[src/rtl/sprite_compositor_if.sv]
// Pixel, sprite-table and colour bundle between the VGA driver side and the compositor.
// The master drives the scan position and sprite table; the slave returns colour, overlap and state.
interface sprite_compositor_if #(
    parameter int unsigned NUM_SPR = 6
);
    logic                    i_pix_stb;
    logic [9:0]              i_x;
    logic [8:0]              i_y;
    logic                    i_frame;
    logic [12*NUM_SPR-1:0]   i_spr_x1;
    logic [12*NUM_SPR-1:0]   i_spr_x2;
    logic [12*NUM_SPR-1:0]   i_spr_y1;
    logic [12*NUM_SPR-1:0]   i_spr_y2;
    logic [NUM_SPR-1:0]      i_spr_en;
    logic [12*NUM_SPR-1:0]   i_spr_rgb;
    logic [11:0]             i_bg_rgb;
    logic                    i_gameover;
    logic [3:0]              o_r;
    logic [3:0]              o_g;
    logic [3:0]              o_b;
    logic [NUM_SPR-1:0]      o_overlap;
    logic [1:0]              o_state;

    modport master (
        output i_pix_stb, i_x, i_y, i_frame,
        output i_spr_x1, i_spr_x2, i_spr_y1, i_spr_y2, i_spr_en, i_spr_rgb,
        output i_bg_rgb, i_gameover,
        input  o_r, o_g, o_b, o_overlap, o_state
    );

    modport slave (
        input  i_pix_stb, i_x, i_y, i_frame,
        input  i_spr_x1, i_spr_x2, i_spr_y1, i_spr_y2, i_spr_en, i_spr_rgb,
        input  i_bg_rgb, i_gameover,
        output o_r, o_g, o_b, o_overlap, o_state
    );
endinterface

[src/rtl/sprite_compositor.sv]
// Priority compositor for NUM_SPR rectangular sprites over a background, with a two-strobe
// colour pipeline, per-frame collision mask and a frame-level game-over flash sequence.
module sprite_compositor #(
    parameter int unsigned NUM_SPR      = 6,
    parameter int unsigned FLASH_FRAMES = 120,
    parameter int unsigned FLASH_PERIOD = 15
) (
    input  logic              i_clk,
    input  logic              i_rst,
    sprite_compositor_if.slave bus
);

    localparam int unsigned CW = $clog2(FLASH_FRAMES + 1);

    typedef enum logic [1:0] {
        ST_PLAY  = 2'd0,
        ST_FLASH = 2'd1,
        ST_OVER  = 2'd2
    } state_t;

    logic [11:0]        px;
    logic [11:0]        py;
    logic [NUM_SPR-1:0] hit_c;
    logic [11:0]        win_rgb_c;

    logic [11:0]        s1_rgb;
    logic [11:0]        s1_bg;
    logic               s1_any;
    logic [NUM_SPR-1:0] s1_hit;
    logic [11:0]        rgb_q;

    logic [NUM_SPR-1:0] sticky_q;
    logic [NUM_SPR-1:0] sticky_nxt;
    logic [NUM_SPR-1:0] overlap_q;
    logic               multi_hit;

    state_t             state_q, state_d;
    logic [CW-1:0]      cnt_q, cnt_d, cnt_inc;
    logic               vis_q, vis_d;
    logic               flash_wrap;
    logic               visible;

    assign px = {2'b00, bus.i_x};
    assign py = {3'b000, bus.i_y};

    // Walk from the highest index down so the lowest-index hitting sprite is written last and wins.
    always_comb begin
        // NOTE: every variable gets a default before any branch, so no path leaves it unassigned and no latch is inferred.
        hit_c     = '0;
        win_rgb_c = bus.i_bg_rgb;
        for (int k = NUM_SPR - 1; k >= 0; k--) begin
            if (bus.i_spr_en[k] &&
                px > bus.i_spr_x1[12*k +: 12] && px < bus.i_spr_x2[12*k +: 12] &&
                py > bus.i_spr_y1[12*k +: 12] && py < bus.i_spr_y2[12*k +: 12]) begin
                hit_c[k]  = 1'b1;
                win_rgb_c = bus.i_spr_rgb[12*k +: 12];
            end
        end
    end

    assign visible = (state_q == ST_PLAY) || ((state_q == ST_FLASH) && vis_q);

    always_ff @(posedge i_clk or posedge i_rst) begin
        if (i_rst) begin
            s1_rgb <= '0;
            s1_bg  <= '0;
            s1_any <= 1'b0;
            s1_hit <= '0;
            rgb_q  <= '0;
        end else if (bus.i_pix_stb) begin
            // NOTE: non-blocking assignments let stage 2 consume the stage-1 value from before this edge.
            s1_rgb <= win_rgb_c;
            s1_bg  <= bus.i_bg_rgb;
            s1_any <= |hit_c;
            s1_hit <= hit_c;
            rgb_q  <= (s1_any && visible) ? s1_rgb : s1_bg;
        end
    end

    // Clearing the lowest set bit leaves something only when two or more sprites hit.
    assign multi_hit  = |(s1_hit & (s1_hit - NUM_SPR'(1)));
    assign sticky_nxt = sticky_q | ((bus.i_pix_stb && multi_hit) ? s1_hit : '0);

    always_ff @(posedge i_clk or posedge i_rst) begin
        if (i_rst) begin
            sticky_q  <= '0;
            overlap_q <= '0;
        end else if (bus.i_frame) begin
            overlap_q <= sticky_nxt;
            sticky_q  <= '0;
        end else begin
            sticky_q  <= sticky_nxt;
        end
    end

    assign cnt_inc    = cnt_q + CW'(1);
    assign flash_wrap = ((32'(cnt_inc) % FLASH_PERIOD) == 0);

    always_comb begin
        state_d = state_q;
        cnt_d   = cnt_q;
        vis_d   = vis_q;
        if (bus.i_frame) begin
            case (state_q)
                ST_PLAY: begin
                    if (bus.i_gameover) begin
                        state_d = ST_FLASH;
                        cnt_d   = '0;
                        vis_d   = 1'b0;
                    end
                end
                ST_FLASH: begin
                    if (!bus.i_gameover) begin
                        state_d = ST_PLAY;
                        cnt_d   = '0;
                        vis_d   = 1'b1;
                    end else begin
                        cnt_d = cnt_inc;
                        if (flash_wrap) vis_d = ~vis_q;
                        if (32'(cnt_inc) == FLASH_FRAMES) state_d = ST_OVER;
                    end
                end
                ST_OVER: begin
                    if (!bus.i_gameover) begin
                        state_d = ST_PLAY;
                        cnt_d   = '0;
                        vis_d   = 1'b1;
                    end
                end
                default: begin
                    state_d = ST_PLAY;
                    cnt_d   = '0;
                    vis_d   = 1'b1;
                end
            endcase
        end
    end

    always_ff @(posedge i_clk or posedge i_rst) begin
        if (i_rst) begin
            state_q <= ST_PLAY;
            cnt_q   <= '0;
            vis_q   <= 1'b1;
        end else begin
            state_q <= state_d;
            cnt_q   <= cnt_d;
            vis_q   <= vis_d;
        end
    end

    assign bus.o_r       = rgb_q[11:8];
    assign bus.o_g       = rgb_q[7:4];
    assign bus.o_b       = rgb_q[3:0];
    assign bus.o_overlap = overlap_q;
    assign bus.o_state   = state_q;

endmodule

[src/flat_wrapper.sv]
// flat-port wrapper written by rule: the top's interface ports become plain ports
module sprite_compositor_flat 
#(
    parameter int unsigned NUM_SPR      = 6,
    parameter int unsigned FLASH_FRAMES = 120,
    parameter int unsigned FLASH_PERIOD = 15
)
  (i_clk, i_rst, bus_i_pix_stb, bus_i_x, bus_i_y, bus_i_frame, bus_i_spr_x1, bus_i_spr_x2, bus_i_spr_y1, bus_i_spr_y2, bus_i_spr_en, bus_i_spr_rgb, bus_i_bg_rgb, bus_i_gameover, bus_o_r, bus_o_g, bus_o_b, bus_o_overlap, bus_o_state);
  sprite_compositor_if #(.NUM_SPR(NUM_SPR)) bus_i ();
  input  logic i_clk;
  input  logic i_rst;
  input wire logic [$bits(bus_i.i_pix_stb)-1:0] bus_i_pix_stb;
  input wire logic [$bits(bus_i.i_x)-1:0] bus_i_x;
  input wire logic [$bits(bus_i.i_y)-1:0] bus_i_y;
  input wire logic [$bits(bus_i.i_frame)-1:0] bus_i_frame;
  input wire logic [$bits(bus_i.i_spr_x1)-1:0] bus_i_spr_x1;
  input wire logic [$bits(bus_i.i_spr_x2)-1:0] bus_i_spr_x2;
  input wire logic [$bits(bus_i.i_spr_y1)-1:0] bus_i_spr_y1;
  input wire logic [$bits(bus_i.i_spr_y2)-1:0] bus_i_spr_y2;
  input wire logic [$bits(bus_i.i_spr_en)-1:0] bus_i_spr_en;
  input wire logic [$bits(bus_i.i_spr_rgb)-1:0] bus_i_spr_rgb;
  input wire logic [$bits(bus_i.i_bg_rgb)-1:0] bus_i_bg_rgb;
  input wire logic [$bits(bus_i.i_gameover)-1:0] bus_i_gameover;
  output wire logic [$bits(bus_i.o_r)-1:0] bus_o_r;
  output wire logic [$bits(bus_i.o_g)-1:0] bus_o_g;
  output wire logic [$bits(bus_i.o_b)-1:0] bus_o_b;
  output wire logic [$bits(bus_i.o_overlap)-1:0] bus_o_overlap;
  output wire logic [$bits(bus_i.o_state)-1:0] bus_o_state;
  assign bus_i.i_pix_stb = bus_i_pix_stb;
  assign bus_i.i_x = bus_i_x;
  assign bus_i.i_y = bus_i_y;
  assign bus_i.i_frame = bus_i_frame;
  assign bus_i.i_spr_x1 = bus_i_spr_x1;
  assign bus_i.i_spr_x2 = bus_i_spr_x2;
  assign bus_i.i_spr_y1 = bus_i_spr_y1;
  assign bus_i.i_spr_y2 = bus_i_spr_y2;
  assign bus_i.i_spr_en = bus_i_spr_en;
  assign bus_i.i_spr_rgb = bus_i_spr_rgb;
  assign bus_i.i_bg_rgb = bus_i_bg_rgb;
  assign bus_i.i_gameover = bus_i_gameover;
  assign bus_o_r = bus_i.o_r;
  assign bus_o_g = bus_i.o_g;
  assign bus_o_b = bus_i.o_b;
  assign bus_o_overlap = bus_i.o_overlap;
  assign bus_o_state = bus_i.o_state;
  sprite_compositor #(.NUM_SPR(NUM_SPR), .FLASH_FRAMES(FLASH_FRAMES), .FLASH_PERIOD(FLASH_PERIOD)) u_core (.i_clk(i_clk), .i_rst(i_rst), .bus(bus_i));
endmodule
[config.mk]
export PLATFORM = sky130hd
export DESIGN_NAME = sprite_compositor_flat
export DESIGN_NICKNAME = d
export VERILOG_FILES = /design/src/rtl/sprite_compositor_if.sv /design/src/rtl/sprite_compositor.sv /design/src/flat_wrapper.sv
export SDC_FILE = /design/constraint.sdc
export NUM_CORES = 1
export LEC_CHECK = 0
export BUFFER_PORTS_ARGS = -buffer_cell sky130_fd_sc_hd__buf_2
export CORE_ASPECT_RATIO = 1.2
export CORE_MARGIN = 2
export CORE_UTILIZATION = 32
export DETAILED_ROUTE_END_ITERATION = 8
export SYNTH_ARGS = -nofsm -noshare
export SYNTH_HDL_FRONTEND = slang
export SYNTH_SLANG_ARGS = --single-unit
[constraint.sdc]
create_clock -name i_clk -period 13 [get_ports i_clk]
set_input_delay 3.9 -clock i_clk [delete_from_list [all_inputs] [get_ports i_clk]]
set_output_delay 3.9 -clock i_clk [all_outputs]
set_load 0.01 [all_outputs]
==> results of run 1 <==
worst max path at each step:
stage                        end  cells past startpoint        startpoint  slack, ns
4_1_cts        u_core.s1_rgb[10]                     16        bus_i_y[1]       5.31
3_5_place_dp   u_core.s1_rgb[10]                     16        bus_i_y[1]       5.01
5_1_grt        u_core.s1_rgb[10]                     16        bus_i_y[1]       5.08
6_report       u_core.s1_rgb[10]                     16        bus_i_y[1]       5.32
2_1_floorplan   u_core.s1_rgb[4]                     17  bus_i_spr_x1[61]       5.87
3_3_place_gp   u_core.s1_rgb[10]                     16        bus_i_y[1]       5.07
area by class of cell:
cell class | count | share of cell area
Multi-Input combinational cell | 909 | 0.573
Timing Repair Buffer | 429 | 0.167
Sequential cell | 65 | 0.126
Inverter | 231 | 0.0669
Tap cell | 401 | 0.0387
Clock buffer | 10 | 0.0177
Clock inverter | 6 | 0.00888
Antenna cell | 9 | 0.00174
per-stage QoR:
| step | instance area [um^2] | utilization |
|---|---|---|
| after CTS | 12900 | 0.415 |
| after floorplan | 10100 | - |
| after detailed placement | 12600 | 0.404 |
| after global routing | 13000 | 0.416 |
| final | 13000 | 0.416 |
| after global placement | 12600 | 0.404 |
routing by layer:
metal / track usage / wire, um / vias up
met4: 0.0573 / 865 / 6
li1: - / - / 5224
met2: 0.384 / 18100 / 294
met1: 0.284 / 16800 / 4757
met5: 0 / 35 / -
met3: 0.0440 / 1920 / 47
worst reg2reg max path: cells and delay by family, from the launching register on:
kind,cells,cell delay (ns)
AOI/OAI and AO/OA,9,2.06
and+or+nand+nor,7,1.74
adders and majority gates,4,1.38
DFF,1,0.62
buffers and inverters,2,0.18
xor gates and xnor gates,1,0.08
state kept, by name, indices dropped and copies added (netlist names):
name	count
u_core.s1_hit	6
u_core.vis_q	1
u_core.s1_rgb	12
u_core.bus.o_state	2
u_core.rgb_q	12
u_core.s1_bg	12
u_core.s1_any	1
u_core.cnt_q	7
u_core.bus.o_overlap	6
u_core.sticky_q	6
power groups by stage:
| stage | logic (mW) | registers [mW] | clock network (mW) |
|---|---|---|---|
| after floorplan | 0.198 | 0.235 | 0 |
| after global placement | 0.328 | 0.238 | 0 |
| after detailed placement | 0.335 | 0.239 | 0 |
| after CTS | 0.337 | 0.235 | 0.284 |
| after global routing | 0.380 | 0.238 | 0.295 |
| final | 0.335 | 0.235 | 0.281 |
synthesized netlist by cell type, types with 6 or more instances:
cell	number
sky130_fd_sc_hd__o21ai_0	42
sky130_fd_sc_hd__mux2_2	17
sky130_fd_sc_hd__clkbuf_1	22
sky130_fd_sc_hd__a221o_1	7
sky130_fd_sc_hd__nand2b_1	20
sky130_fd_sc_hd__mux2i_1	32
sky130_fd_sc_hd__dfrtp_1	64
sky130_fd_sc_hd__nor3_1	26
sky130_fd_sc_hd__o211ai_1	25
sky130_fd_sc_hd__xnor2_1	7
sky130_fd_sc_hd__a21oi_1	54
sky130_fd_sc_hd__nor4_1	6
sky130_fd_sc_hd__nand2_1	59
sky130_fd_sc_hd__o2111ai_1	6
sky130_fd_sc_hd__nand3_1	18
sky130_fd_sc_hd__nor2b_1	22
sky130_fd_sc_hd__nand4_1	20
sky130_fd_sc_hd__xor2_1	6
sky130_fd_sc_hd__nor2_1	53
sky130_fd_sc_hd__ha_1	222
sky130_fd_sc_hd__a21o_1	69
sky130_fd_sc_hd__o21a_1	77
sky130_fd_sc_hd__or2_2	6
sky130_fd_sc_hd__a32oi_1	8
sky130_fd_sc_hd__inv_1	231
sky130_fd_sc_hd__a22oi_1	9
sky130_fd_sc_hd__a2111oi_0	6
logic make-up after synthesis:
family | share of synthesized area
AOI/OAI and AO/OA | 0.256
xor gates and xnor gates | 0.0135
adders and majority gates | 0.277
buffers and inverters | 0.103
DFF | 0.162
muxes | 0.0508
and+or+nand+nor | 0.138
layout by cell type, fill, tap and decap left out, types with 9 or more instances in the layout:
| cell type | synthesis | routed |
|---|---|---|
| sky130_fd_sc_hd__ha_1 | 222 | 222 |
| sky130_fd_sc_hd__nand2_1 | 59 | 59 |
| sky130_fd_sc_hd__o211ai_1 | 25 | 25 |
| sky130_fd_sc_hd__clkbuf_16 | 0 | 9 |
| sky130_fd_sc_hd__nand3_1 | 18 | 18 |
| sky130_fd_sc_hd__nand4_1 | 20 | 20 |
| sky130_fd_sc_hd__a21o_1 | 69 | 69 |
| sky130_fd_sc_hd__o21a_1 | 77 | 77 |
| sky130_fd_sc_hd__nand2b_1 | 20 | 20 |
| sky130_fd_sc_hd__diode_2 | 0 | 9 |
| sky130_fd_sc_hd__dfrtp_1 | 64 | 64 |
| sky130_fd_sc_hd__mux2_2 | 17 | 17 |
| sky130_fd_sc_hd__a22oi_1 | 9 | 9 |
| sky130_fd_sc_hd__nor2b_1 | 22 | 22 |
| sky130_fd_sc_hd__o21ai_0 | 42 | 42 |
| sky130_fd_sc_hd__nor3_1 | 26 | 26 |
| sky130_fd_sc_hd__buf_2 | 2 | 421 |
| sky130_fd_sc_hd__inv_1 | 231 | 230 |
| sky130_fd_sc_hd__nor2_1 | 53 | 53 |
| sky130_fd_sc_hd__a21oi_1 | 54 | 54 |
| sky130_fd_sc_hd__mux2i_1 | 32 | 32 |
==> results.rst, run 1 <==
.. list-table::
   :header-rows: 1

   * - Metric
     - Value
   * - Worst-case hold slack
     - slightly below 0.5 ns
   * - Endpoints failing setup
     - 0
   * - Total power of the final layout
     - 852 uW
   * - Later-pin clock latency in the skew report
     - 0.33 ns
   * - Post-route fraction of the period consumed by the critical path
     - 0.591
   * - Worst IR drop on VDD
     - 0.0000665 V
   * - Worst setup slack for register-to-register paths
     - 6.84 ns
   * - Post-detailed-route via-to-cell ratio
     - 5.01
   * - Post-synth top flop
     - sky130_fd_sc_hd__dfrtp_1
   * - Synthesized netlist net count
     - roughly 1900
   * - Data arrival time at the worst-slack endpoint
     - 7.87 ns
   * - Area occupied by registers
     - 1630 um^2
   * - Library cell with the largest summed area after synthesis
     - sky130_fd_sc_hd__ha_1
   * - Critical path capture point type
     - flop
   * - Largest fanout on the critical path
     - 16
   * - Clk pin slew, worst setup/hold paths
     - 0.05 ns
   * - Switching share of total power
     - 0.332
   * - Share of the yosys chip area belonging to registers
     - 0.162
   * - Number of max-cap violations
     - 0
   * - Setup slack of the critical path after layout
     - 5.32 ns
   * - Reg-to-reg critical path endpoint
     - u_core.vis_q
   * - Crit path cell chain
     - buf_2 > ha_1 > a21o_1 > a21o_1 > a21o_1 > a21o_1 > a21o_1 > a21o_1 > a21oi_1 > o22ai_1 > a2111oi_0 > buf_4 > and2_1 > nor2_1 > nand3_1 > o2111ai_1
   * - Number of instances on the worst hold path
     - 2
   * - Power density over the cells
     - 65.7 nW/um^2
   * - Floorplan die height
     - 198 um
   * - Path type of the worst setup path
     - input port to flop
   * - Most area-consuming cells after synthesis
     - sky130_fd_sc_hd__ha_1, sky130_fd_sc_hd__dfrtp_1, sky130_fd_sc_hd__inv_1
   * - Cts bufs inserted
     - 9
   * - Tightest Hold Check Type
     - flop to flop
   * - Clock net sink count
     - 65
   * - Static Leak
     - about 7.5 nW
   * - Clock tree from TritonCTS
     - built
   * - Max Clock Freq
     - ~130 MHz
   * - Crit path buffers/inverters
     - 2
   * - Worst Skew
     - about 0.0058 ns
   * - Instance count of the mapped netlist
     - 1238
   * - Area Growth Syn to Fin
     - 28.7%
   * - DP Wirelength
     - 31900 um
   * - Number of cells on the worst reg-to-reg path
     - 23
   * - Average size of a mapped cell
     - 8.14 um^2
   * - P_int
     - 569 uW
   * - Die width
     - 166 um
   * - Pin count of the biggest net entering global routing
     - 66
   * - Time the final worst path needs with I/O delays and setup
     - 7.68 ns
   * - Max stage delay on crit path
     - 0.64 ns
   * - Count of hold buffers inserted by post-cts repair
     - 0
   * - Via count
     - 10300
   * - Initial standard-cell utilization of the core
     - 0.323
   * - Slew HR
     - 0.343
   * - FILL cells
     - between 3000 and 4000
   * - Worst path required time
     - 13.19 ns
   * - Aggregate negative setup slack
     - 0 ns
   * - Post-cts repair resize count
     - 0
   * - Area share of the largest cell type after synthesis
     - 0.276
   * - Number of max-slew violations in the final report
     - 0
   * - Congestion Overflow GR
     - 0
   * - Switching Power
     - 283 uW
   * - Final hold violations
     - 0
   * - Final net count
     - 2269
   * - Antenna violations before repair
     - 12
   * - Largest delay share family, worst path
     - compound AO/OA/AOI/OAI gates
   * - Cell Area, Synth
     - 10100 um^2
   * - Fraction of synthesis flops using an asynchronous set or reset pin
     - 1.00
   * - Critical Path Slowest Stage Cell
     - sky130_fd_sc_hd__and2_1
   * - Synth warnings
     - 0
   * - Cell Count, Final, Fillers Out
     - approximately 2000
   * - Global-route usage over all layers
     - 0.222
   * - Setup WS pre-CTS
     - 5.01 ns
   * - Number of detailed-route iterations in the first pass
     - 5
   * - Combinational power share
     - 0.394
   * - Number of flops mapped to enable cells by yosys
     - 0
   * - Maximum root-to-sink buffer count
     - 2
   * - Worst-margin pin slew
     - 0.983 ns
   * - I/O Buffers
     - about 420
   * - Via count of the first global-routing pass
     - slightly above 10000
   * - Wire length of the first global-routing pass
     - 57300 um
   * - CTS root buf
     - sky130_fd_sc_hd__clkbuf_16
   * - Core region area
     - roughly 31000 um^2
   * - Setup bufs post-CTS
     - 0
   * - Startpoint of the most critical register-to-register path
     - u_core.cnt_q[0]
   * - Antenna violation net count after detailed routing
     - 0
   * - Number of register bits inferred by synthesis
     - 65
   * - Kind of start point of the critical path
     - input port
   * - Fraction of layout instances using a drive strength above 1
     - 0.302
   * - Clk pwr share
     - 0.330
   * - Cell variety after synth
     - 80
   * - Cell count after placement
     - 2035
   * - Top-level I/O count
     - 422
   * - Number of placement rows
     - around 70
   * - H-tree lvl count
     - 3
   * - Iter 0 DRT Violations
     - 510
   * - Post-detailed-route DRC marker count
     - 0
   * - Start point of the worst hold path
     - u_core.sticky_q[1]
   * - WHS Endpoint
     - u_core.sticky_q[1]
   * - CP most frequent cell
     - sky130_fd_sc_hd__a21o_1
   * - RSZ-0062 raised after global routing
     - false
   * - Result of the run
     - complete, no violations
   * - Gpl congestion
     - 0.944
   * - Post-detailed-route wirelength per cell
     - 18.3 um
   * - Sequential group share of total power
     - 0.276
   * - Area used by multi-input combinational logic
     - 7430 um^2
   * - Die area
     - ~33000 um^2
   * - Wirelength, routed
     - 37700 um
No activity file was read; power rests on OpenSTA's default activity.
==> run 2: changes to the inputs <==
--- a/config.mk
+++ b/config.mk
@@ -5,6 +5,7 @@
 export SDC_FILE = /design/constraint.sdc
 export NUM_CORES = 1
 export LEC_CHECK = 0
+export ABC_AREA = 1
 export BUFFER_PORTS_ARGS = -buffer_cell sky130_fd_sc_hd__buf_2
 export CORE_ASPECT_RATIO = 1.2
 export CORE_MARGIN = 2
==> constraint.sdc (replaced) <==
create_clock -name i_clk -period 6.25 [get_ports i_clk]
set_input_delay 1.875 -clock i_clk [delete_from_list [all_inputs] [get_ports i_clk]]
set_output_delay 1.875 -clock i_clk [all_outputs]
set_load 0.01 [all_outputs]
==> run 2 against run 1 <==
Effect of this change:
- first-iteration DRC count decreased by 4.1%
- cell area rose by 2.2%
- sequential share of layout area is 0.27 points lower
- synthesized cell count rose by 23%
- clock skew decreased by 0.00071 ns
- clock power up 83%
- register-to-register slack worse by 5.3 ns
- largest power group unchanged
==> results.rst, run 2 <==
.. list-table::
   :header-rows: 1

   * - Metric
     - Value
   * - Endpoints failing setup
     - 0 (unchanged)
   * - Sequential group share of total power
     - 0.290 (was 0.276)
   * - Pin count of the biggest net entering global routing
     - 66 (unchanged)
   * - Result of the run
     - complete, no violations (unchanged)
   * - Clock tree from TritonCTS
     - built (unchanged)
   * - Post-synthesis share of cell area spent on full adders, half adders and majority gates
     - 0.269 (was 0.277)
   * - Number of max-slew violations in the final report
     - 0 (unchanged)
   * - Setup WS pre-CTS
     - 0.919 ns (was 5.01 ns)
   * - Area Growth Syn to Fin
     - 28.4% (was 28.7%)
   * - Area share of the largest cell type after synthesis
     - 0.269 (was 0.276)
   * - Worst-margin pin slew
     - 0.955 ns (was 0.983 ns)
   * - Critical path capture point type
     - flop (unchanged)
   * - Initial standard-cell utilization of the core
     - 0.323 (about the same)
   * - Most common cell after layout, fill and taps aside
     - sky130_fd_sc_hd__buf_2 (unchanged)
   * - Ranking of synthesized cells by instance count
     - sky130_fd_sc_hd__inv_1, sky130_fd_sc_hd__nand2_1, sky130_fd_sc_hd__ha_1 (was sky130_fd_sc_hd__inv_1, sky130_fd_sc_hd__ha_1, sky130_fd_sc_hd__o21a_1)
   * - Setup bufs post-CTS
     - 0 (unchanged)
   * - Fraction of synthesis flops using an asynchronous set or reset pin
     - 1.00 (unchanged)
   * - Core region area
     - 32000 um^2 (was 31200 um^2)
   * - Switching Power
     - 668 uW (was 283 uW)
   * - Cts bufs inserted
     - 9 (unchanged)
   * - Aggregate negative setup slack
     - 0 ns (unchanged)
   * - Fraction of synthesized area in multiplexers
     - 0.00631 (was 0.0508)
   * - Slew HR
     - 0.363 (was 0.343)
   * - Placed instance area
     - 12900 um^2 (was 12600 um^2)
   * - Final hold violations
     - 0 (unchanged)
   * - Library cell with the largest summed area after synthesis
     - sky130_fd_sc_hd__ha_1 (unchanged)
   * - FILL cells
     - 3412 (was 3241)
   * - Instance count of the mapped netlist
     - 1524 (was 1238)
   * - Clock net sink count
     - 65 (unchanged)
   * - Final standard cell area without fillers
     - 13200 um^2 (was 13000 um^2)
   * - Cell Count, Final, Fillers Out
     - 2369 (was 2060)
   * - Post-synth top flop
     - sky130_fd_sc_hd__dfrtp_1 (unchanged)
   * - Fraction of layout instances using a drive strength above 1
     - 0.259 (was 0.302)
   * - Iter 0 DRT Violations
     - 489 (was 510)
   * - Power density over the cells
     - 135 nW/um^2 (was 65.7 nW/um^2)
   * - Core Util, Final
     - 0.414 (was 0.416)
   * - I/O Buffers
     - 421 (unchanged)
   * - Congestion Overflow GR
     - 0 (unchanged)
   * - Area share of xor/xnor cells in the synthesized design
     - 0.00255 (was 0.0135)
   * - Antenna violation net count after detailed routing
     - 0 (unchanged)
   * - Fraction of the mapped netlist area in compound gates
     - 0.198 (was 0.256)
   * - Cell variety after synth
     - 54 (was 80)
   * - Number of max-cap violations
     - 0 (unchanged)
   * - Worst IR drop on VDD
     - 0.000103 V (was 0.0000665 V)
   * - Average size of a mapped cell
     - 6.77 um^2 (was 8.14 um^2)
   * - Clk pwr share
     - 0.287 (was 0.330)
   * - Switching share of total power
     - 0.374 (was 0.332)
   * - Later-pin clock latency in the skew report
     - 0.33 ns (about the same)
   * - Leading cell type by number of instances after synthesis
     - sky130_fd_sc_hd__inv_1 (unchanged)
   * - H-tree lvl count
     - 3 (unchanged)
   * - Largest fanout on the critical path
     - 12 (was 16)
   * - Tightest Hold Check Type
     - flop to flop (unchanged)
   * - Number of placement rows
     - 72 (was 71)
   * - Share of the yosys chip area belonging to registers
     - 0.158 (was 0.162)
   * - Die width
     - 168 um (was 166 um)
   * - Time the final worst path needs with I/O delays and setup
     - 4.93 ns
   * - Post-detailed-route wirelength per cell
     - 16.2 um (was 18.3 um)
   * - Largest regs
     - u_core.rgb_q x12, u_core.s1_bg x12, u_core.s1_rgb x12 (unchanged)
   * - Number of detailed-route iterations in the first pass
     - 5 (unchanged)
   * - Count of hold buffers inserted by post-cts repair
     - 0 (unchanged)
   * - Synthesized netlist net count
     - 2148 (was 1862)
   * - Most used cells in the layout excluding fill and tap cells
     - sky130_fd_sc_hd__buf_2, sky130_fd_sc_hd__inv_1, sky130_fd_sc_hd__nand2_1 (was sky130_fd_sc_hd__buf_2, sky130_fd_sc_hd__inv_1, sky130_fd_sc_hd__ha_1)
   * - Maximum root-to-sink buffer count
     - 2 (unchanged)
   * - Global-route usage over all layers
     - 0.224 (was 0.222)
   * - DP Wirelength
     - 32600 um (was 31900 um)
   * - Path type of the worst setup path
     - input port to flop (unchanged)
   * - RSZ-0062 raised after global routing
     - false (unchanged)
   * - Number of register bits inferred by synthesis
     - 65 (unchanged)
   * - Simple-gate portion of the synthesized area
     - 0.228 (was 0.138)
   * - Cell count after placement
     - 2338 (was 2035)
   * - Post-detailed-route DRC marker count
     - 0 (unchanged)
   * - Cell Area, Synth
     - 10300 um^2 (was 10100 um^2)
   * - Post-cts repair resize count
     - 0 (unchanged)
   * - Wirelength, routed
     - 38400 um (was 37700 um)
   * - Via count
     - 11700 (was 10300)
   * - Wire length of the first global-routing pass
     - 60100 um (was 57300 um)
   * - Static Leak
     - 7.86 nW (was 7.48 nW)
   * - CTS root buf
     - sky130_fd_sc_hd__clkbuf_16 (unchanged)
   * - Via count of the first global-routing pass
     - 11800 (was 10300)
   * - Die area
     - 33700 um^2 (was 32900 um^2)
   * - Number of flops mapped to enable cells by yosys
     - 0 (unchanged)
   * - Gpl congestion
     - 0.912 (was 0.944)
   * - Post-route fraction of the period consumed by the critical path
     - 0.789
   * - Antenna violations before repair
     - 19 (was 12)
   * - Main combinational cell family by area after synthesis
     - adder cells (unchanged)
   * - Most area-consuming cells after synthesis
     - sky130_fd_sc_hd__ha_1, sky130_fd_sc_hd__dfrtp_1, sky130_fd_sc_hd__inv_1 (unchanged)
   * - Floorplan die height
     - 201 um (was 198 um)
   * - P_int
     - 1.12 mW (was 569 uW)
   * - Kind of start point of the critical path
     - input port (unchanged)
   * - Final net count
     - 2566 (was 2269)
   * - Max Clock Freq
     - around 200 MHz
   * - Data arrival time at the worst-slack endpoint
     - 5.10 ns (was 7.87 ns)
   * - Setup slack of the critical path after layout
     - 1.32 ns (was 5.32 ns)
   * - Worst path required time
     - 6.42 ns (was 13.19 ns)
   * - Post-detailed-route via-to-cell ratio
     - 4.94 (was 5.01)
   * - Top-level I/O count
     - 422 (unchanged)
   * - Clk pin slew, worst setup/hold paths
     - 0.06 ns (was 0.05 ns)
   * - Synth warnings
     - 0 (unchanged)
   * - Worst Skew
     - 0.00510 ns (was 0.00581 ns)
   * - Combinational power share
     - 0.423 (was 0.394)
## run 2: cell count changes in the layout (fill, tap and decap cells not counted), sizes merged, moves of 13 or more
cell | previous run | this run
a21o | 69 | 2
a21oi | 56 | 121
inv | 232 | 350
mux2 | 17 | 4
mux2i | 32 | 2
nand2 | 59 | 258
nand2b | 20 | 0
nand3 | 19 | 68
nor2 | 54 | 118
nor2b | 22 | 0
o21a | 77 | 10
o21ai | 49 | 105
## run 2: critical path, cell delays in order
cell and delay (ns):
sky130_fd_sc_hd__buf_2 0.28, sky130_fd_sc_hd__ha_1 0.29, sky130_fd_sc_hd__a21boi_0 0.12, sky130_fd_sc_hd__o211ai_1 0.19, sky130_fd_sc_hd__nand2_1 0.07, sky130_fd_sc_hd__a21oi_1 0.13
sky130_fd_sc_hd__nor2_1 0.06, sky130_fd_sc_hd__o21a_1 0.17, sky130_fd_sc_hd__o21a_1 0.17, sky130_fd_sc_hd__o21a_1 0.16, sky130_fd_sc_hd__o21a_1 0.16, sky130_fd_sc_hd__o21ai_0 0.28
sky130_fd_sc_hd__nand3_1 0.12, sky130_fd_sc_hd__buf_4 0.21, sky130_fd_sc_hd__nand2_1 0.16, sky130_fd_sc_hd__clkinv_1 0.35, sky130_fd_sc_hd__o211ai_1 0.20, sky130_fd_sc_hd__a31oi_1 0.10
## run 2: cells by family (layout without fill, tap and decap cells)
kind of cell	Yosys count	after routing
and+or+nand+nor	512	512
other	0	15
muxes	6	6
buffers and inverters	373	796
AOI/OAI and AO/OA	343	343
adders and majority gates	222	222
DFF	65	65
xor gates and xnor gates	3	3
## run 2: cell type report
class,count,area (um^2),share of cell area
diodes,15,37.5,0.00283
multi-input cells,1086,7280,0.549
clock inverters,6,66.3,0.00501
repair buffers,430,2170,0.164
inverters,350,1320,0.0994
flip-flops and latches,65,1630,0.123
well taps,407,509,0.0384
clock buffers,10,239,0.0180
## run 2: through the flow
stage / power [mW] / hold slack, ns
4_1_cts: 1.80 / 0.471
3_5_place_dp: 1.28 / 0.464
2_1_floorplan: 0.953 / 0.448
3_3_place_gp: 1.26 / 0.461
6_report: 1.79 / 0.472
5_1_grt: 1.93 / 0.498
## run 2: final timing paths
check / startpoint / to / slack [ns] / cells after the start
setup / recovery: bus_i_x[1] / u_core.s1_rgb[8] / 1.32 / 18
min in group asynchronous: i_rst / u_core.bus.o_overlap[4] / 1.80 / 3
hold reg to reg: u_core.vis_q / u_core.vis_q / 0.47 / 2
max in group asynchronous: i_rst / u_core.s1_bg[8] / 3.90 / 3
setup reg to reg: u_core.cnt_q[0] / u_core.vis_q / 1.56 / 35
hold / removal: u_core.vis_q / u_core.vis_q / 0.47 / 2
## run 2: power groups by stage
stage / Clock, mW / Sequential (mW) / Combinational, mW
finish: 0.514 / 0.518 / 0.756
global route: 0.539 / 0.525 / 0.869
CTS: 0.520 / 0.518 / 0.761
detailed placement: 0 / 0.525 / 0.756
global placement: 0 / 0.524 / 0.739
floorplan: 0 / 0.526 / 0.427
## run 2: routing by layer
metal / wire length (um) / global-route usage / vias up
met4: 1110 / 0.0801 / 6
met1: 15300 / 0.250 / 5337
li1: - / - / 5964
met3: 1970 / 0.0347 / 55
met2: 20000 / 0.425 / 347
met5: 38 / 0 / -
==> run 3: changes to the inputs <==
==> constraint.sdc (replaced) <==
create_clock -name i_clk -period 4.3 [get_ports i_clk]
set_input_delay 1.29 -clock i_clk [delete_from_list [all_inputs] [get_ports i_clk]]
set_output_delay 1.29 -clock i_clk [all_outputs]
set_load 0.01 [all_outputs]
==> run 3 against run 2 <==
Effect of this change:
- total power up 47%
- combinational power up 55%
- clock-buffer cell count up 1
- die area unchanged
- first-iteration DRC count up 17%
- sequential share of layout area down 0.39 points
- flip-flop and latch count unchanged
- non-clock buffer count up 32
- utilization up 1.3 points
- register-to-register slack worse by 1.3 ns
- final cell count up 1.1%
- worst setup slack worse by 1.0 ns
- highest routed layer unchanged
==> results.rst, run 3 (synthesis gave the netlist of run 2 again) <==
.. list-table::
   :header-rows: 1

   * - Metric
     - Value
   * - P_int
     - 1.65 mW (was 1.12 mW)
   * - CTS root buf
     - sky130_fd_sc_hd__clkbuf_16 (unchanged)
   * - Fraction of layout instances using a drive strength above 1
     - 0.281 (was 0.259)
   * - Floorplan die height
     - 201 um (unchanged)
   * - Worst-margin pin slew
     - 1.08 ns (was 0.955 ns)
   * - Initial standard-cell utilization of the core
     - 0.323 (unchanged)
   * - Post-detailed-route wirelength per cell
     - 16.2 um (about the same)
   * - RSZ-0062 raised after global routing
     - true (was false)
   * - Most common cell after layout, fill and taps aside
     - sky130_fd_sc_hd__buf_2 (unchanged)
   * - WL met1
     - 15700 um (was 15300 um)
   * - Number of placement rows
     - 72 (unchanged)
   * - I/O Buffers
     - 421 (unchanged)
   * - Congestion Overflow GR
     - 0 (unchanged)
   * - Later-pin clock latency in the skew report
     - 0.33 ns (about the same)
   * - Iter 0 DRT Violations
     - 571 (was 489)
   * - Count of hold buffers inserted by post-cts repair
     - 0 (unchanged)
   * - Maximum root-to-sink buffer count
     - 2 (unchanged)
   * - Switching share of total power
     - 0.370 (was 0.374)
   * - Sequential group share of total power
     - 0.283 (was 0.290)
   * - Number of detailed-route iterations in the first pass
     - 4 (was 5)
   * - Power density over the cells
     - 192 nW/um^2 (was 135 nW/um^2)
   * - Final hold violations
     - 0 (unchanged)
   * - Switching Power
     - 972 uW (was 668 uW)
   * - Result of the run
     - complete, no violations (unchanged)
   * - Data arrival time at the worst-slack endpoint
     - 4.29 ns (was 5.10 ns)
   * - Routed met2 length
     - 20000 um (about the same)
   * - Endpoints failing setup
     - 0 (unchanged)
   * - Via count
     - 11700 (about the same)
   * - Wirelength, routed
     - 38800 um (was 38400 um)
   * - Worst Skew
     - 0.00472 ns (was 0.00510 ns)
   * - Static Leak
     - 8.08 nW (was 7.86 nW)
   * - Cell count after placement
     - 2362 (was 2338)
   * - Clock tree from TritonCTS
     - built (unchanged)
   * - Path type of the worst setup path
     - flop to flop (was input port to flop)
   * - Clk pin slew, worst setup/hold paths
     - 0.05 ns (was 0.06 ns)
   * - Cell Count, Final, Fillers Out
     - 2395 (was 2369)
   * - Pin count of the biggest net entering global routing
     - 52 (was 66)
   * - Number of max-slew violations in the final report
     - 0 (unchanged)
   * - Tightest Hold Check Type
     - flop to flop (unchanged)
   * - Antenna violation net count after detailed routing
     - 0 (unchanged)
   * - Final net count
     - 2599 (was 2566)
   * - Largest fanout on the critical path
     - 7 (was 12)
   * - Final standard cell area without fillers
     - 13700 um^2 (was 13200 um^2)
   * - Post-detailed-route DRC marker count
     - 0 (unchanged)
   * - Max layer used
     - met5 (unchanged)
   * - Worst path required time
     - 4.56 ns (was 6.42 ns)
   * - Top-level I/O count
     - 422 (unchanged)
   * - H-tree lvl count
     - 3 (unchanged)
   * - Most used cells in the layout excluding fill and tap cells
     - sky130_fd_sc_hd__buf_2, sky130_fd_sc_hd__inv_1, sky130_fd_sc_hd__nand2_1 (unchanged)
   * - CP most frequent cell
     - sky130_fd_sc_hd__nand2_1 (was sky130_fd_sc_hd__o21a_1)
   * - Kind of start point of the critical path
     - flop (was input port)
   * - Critical Path Slowest Stage Cell
     - sky130_fd_sc_hd__dfrtp_1 (was sky130_fd_sc_hd__clkinv_1)
   * - Slew HR
     - 0.276 (was 0.363)
   * - Die width
     - 168 um (unchanged)
   * - Cts bufs inserted
     - 9 (unchanged)
   * - Placed instance area
     - 13100 um^2 (was 12900 um^2)
   * - Post-detailed-route via-to-cell ratio
     - 4.88 (was 4.94)
   * - Via count of the first global-routing pass
     - 11800 (about the same)
   * - DP Wirelength
     - 33200 um (was 32600 um)
   * - Area Growth Syn to Fin
     - 32.5% (was 28.4%)
   * - Critical path capture point type
     - flop (unchanged)
   * - Antenna violations before repair
     - 14 (was 19)
   * - Core region area
     - 32000 um^2 (unchanged)
   * - Met3 wirelength from detailed routing
     - 1810 um (was 1970 um)
   * - Post-route fraction of the period consumed by the critical path
     - 0.937
   * - Combinational power share
     - 0.445 (was 0.423)
   * - Total power of the final layout
     - 2.63 mW (was 1.79 mW)
   * - Number of max-cap violations
     - 0 (unchanged)
   * - Max stage delay on crit path
     - 0.36 ns (was 0.35 ns)
   * - Time the final worst path needs with I/O delays and setup
     - 4.03 ns
   * - Max Clock Freq
     - 248 MHz
   * - Worst IR drop on VDD
     - 0.000185 V (was 0.000103 V)
   * - Aggregate negative setup slack
     - 0 ns (unchanged)
   * - Clock net sink count
     - 65 (unchanged)
   * - Worst-case hold slack
     - 0.480 ns (was 0.472 ns)
   * - Gpl congestion
     - 0.952 (was 0.912)
   * - Die area
     - 33700 um^2 (unchanged)
   * - Wire length of the first global-routing pass
     - 60400 um (was 60100 um)
   * - Clk pwr share
     - 0.271 (was 0.287)
   * - Global-route usage over all layers
     - 0.226 (was 0.224)
   * - Largest regs
     - u_core.rgb_q x12, u_core.s1_bg x12, u_core.s1_rgb x12 (unchanged)
[run 3: stage by stage]
stage,utilization,worst slack (ns)
CTS,0.421,0.00972
floorplan,-,0.150
finish,0.428,0.272
detailed placement,0.410,-0.262
global route,0.428,-0.0750
global placement,0.410,-0.188
[run 3: routing by layer]
layer  track usage  vias to the layer above
li1              -                     6001
met4        0.0817                        6
met2         0.424                      339
met5             0                        -
met3        0.0313                       73
met1         0.258                     5269
[run 3: timing repair]
item	CTS	global route
resized for setup	7	36
setup buffers	3	5
gates cloned	0	1
setup endpoints to repair	1	2
pin swaps	2	11
[run 3: final cells by class]
class	instances	area [um^2]
Tap cell	407	509
Clock inverter	3	42.5
Fill cell	3374	18300
Multi-Input combinational cell	1087	7460
Sequential cell	65	1630
Clock buffer	11	243
Timing Repair Buffer	462	2460
Inverter	350	1320
Antenna cell	10	25.0
[run 3: power groups by stage]
stage	clock network (mW)	logic, mW	registers [mW]
CTS	0.725	1.15	0.743
floorplan	0	0.621	0.764
finish	0.713	1.17	0.744
global route	0.751	1.34	0.753
global placement	0	1.11	0.752
detailed placement	0	1.13	0.752
[run 3: critical path: cells and delay by family (launching register included)]
| kind | cells | cell delay, ns |
|---|---|---|
| AO/OA/AOI/OAI | 1 | 0.16 |
| adder cells (fa/ha/maj) | 4 | 0.75 |
| buffers and inverters | 4 | 0.27 |
| flip-flops | 1 | 0.36 |
| AND/OR/NAND/NOR | 27 | 2.40 |
[run 3: final timing paths]
kind                             startpoint                      end  slack (ns)  cells after the start
setup / recovery            u_core.cnt_q[1]             u_core.vis_q        0.27                     36
hold reg to reg            u_core.rgb_q[10]         u_core.rgb_q[10]        0.48                      2
min in group asynchronous             i_rst  u_core.bus.o_overlap[4]        1.24                      2
max in group asynchronous             i_rst          u_core.s1_bg[7]        2.25                      3
setup reg to reg            u_core.cnt_q[1]             u_core.vis_q        0.27                     36
hold / removal             u_core.rgb_q[10]         u_core.rgb_q[10]        0.48                      2
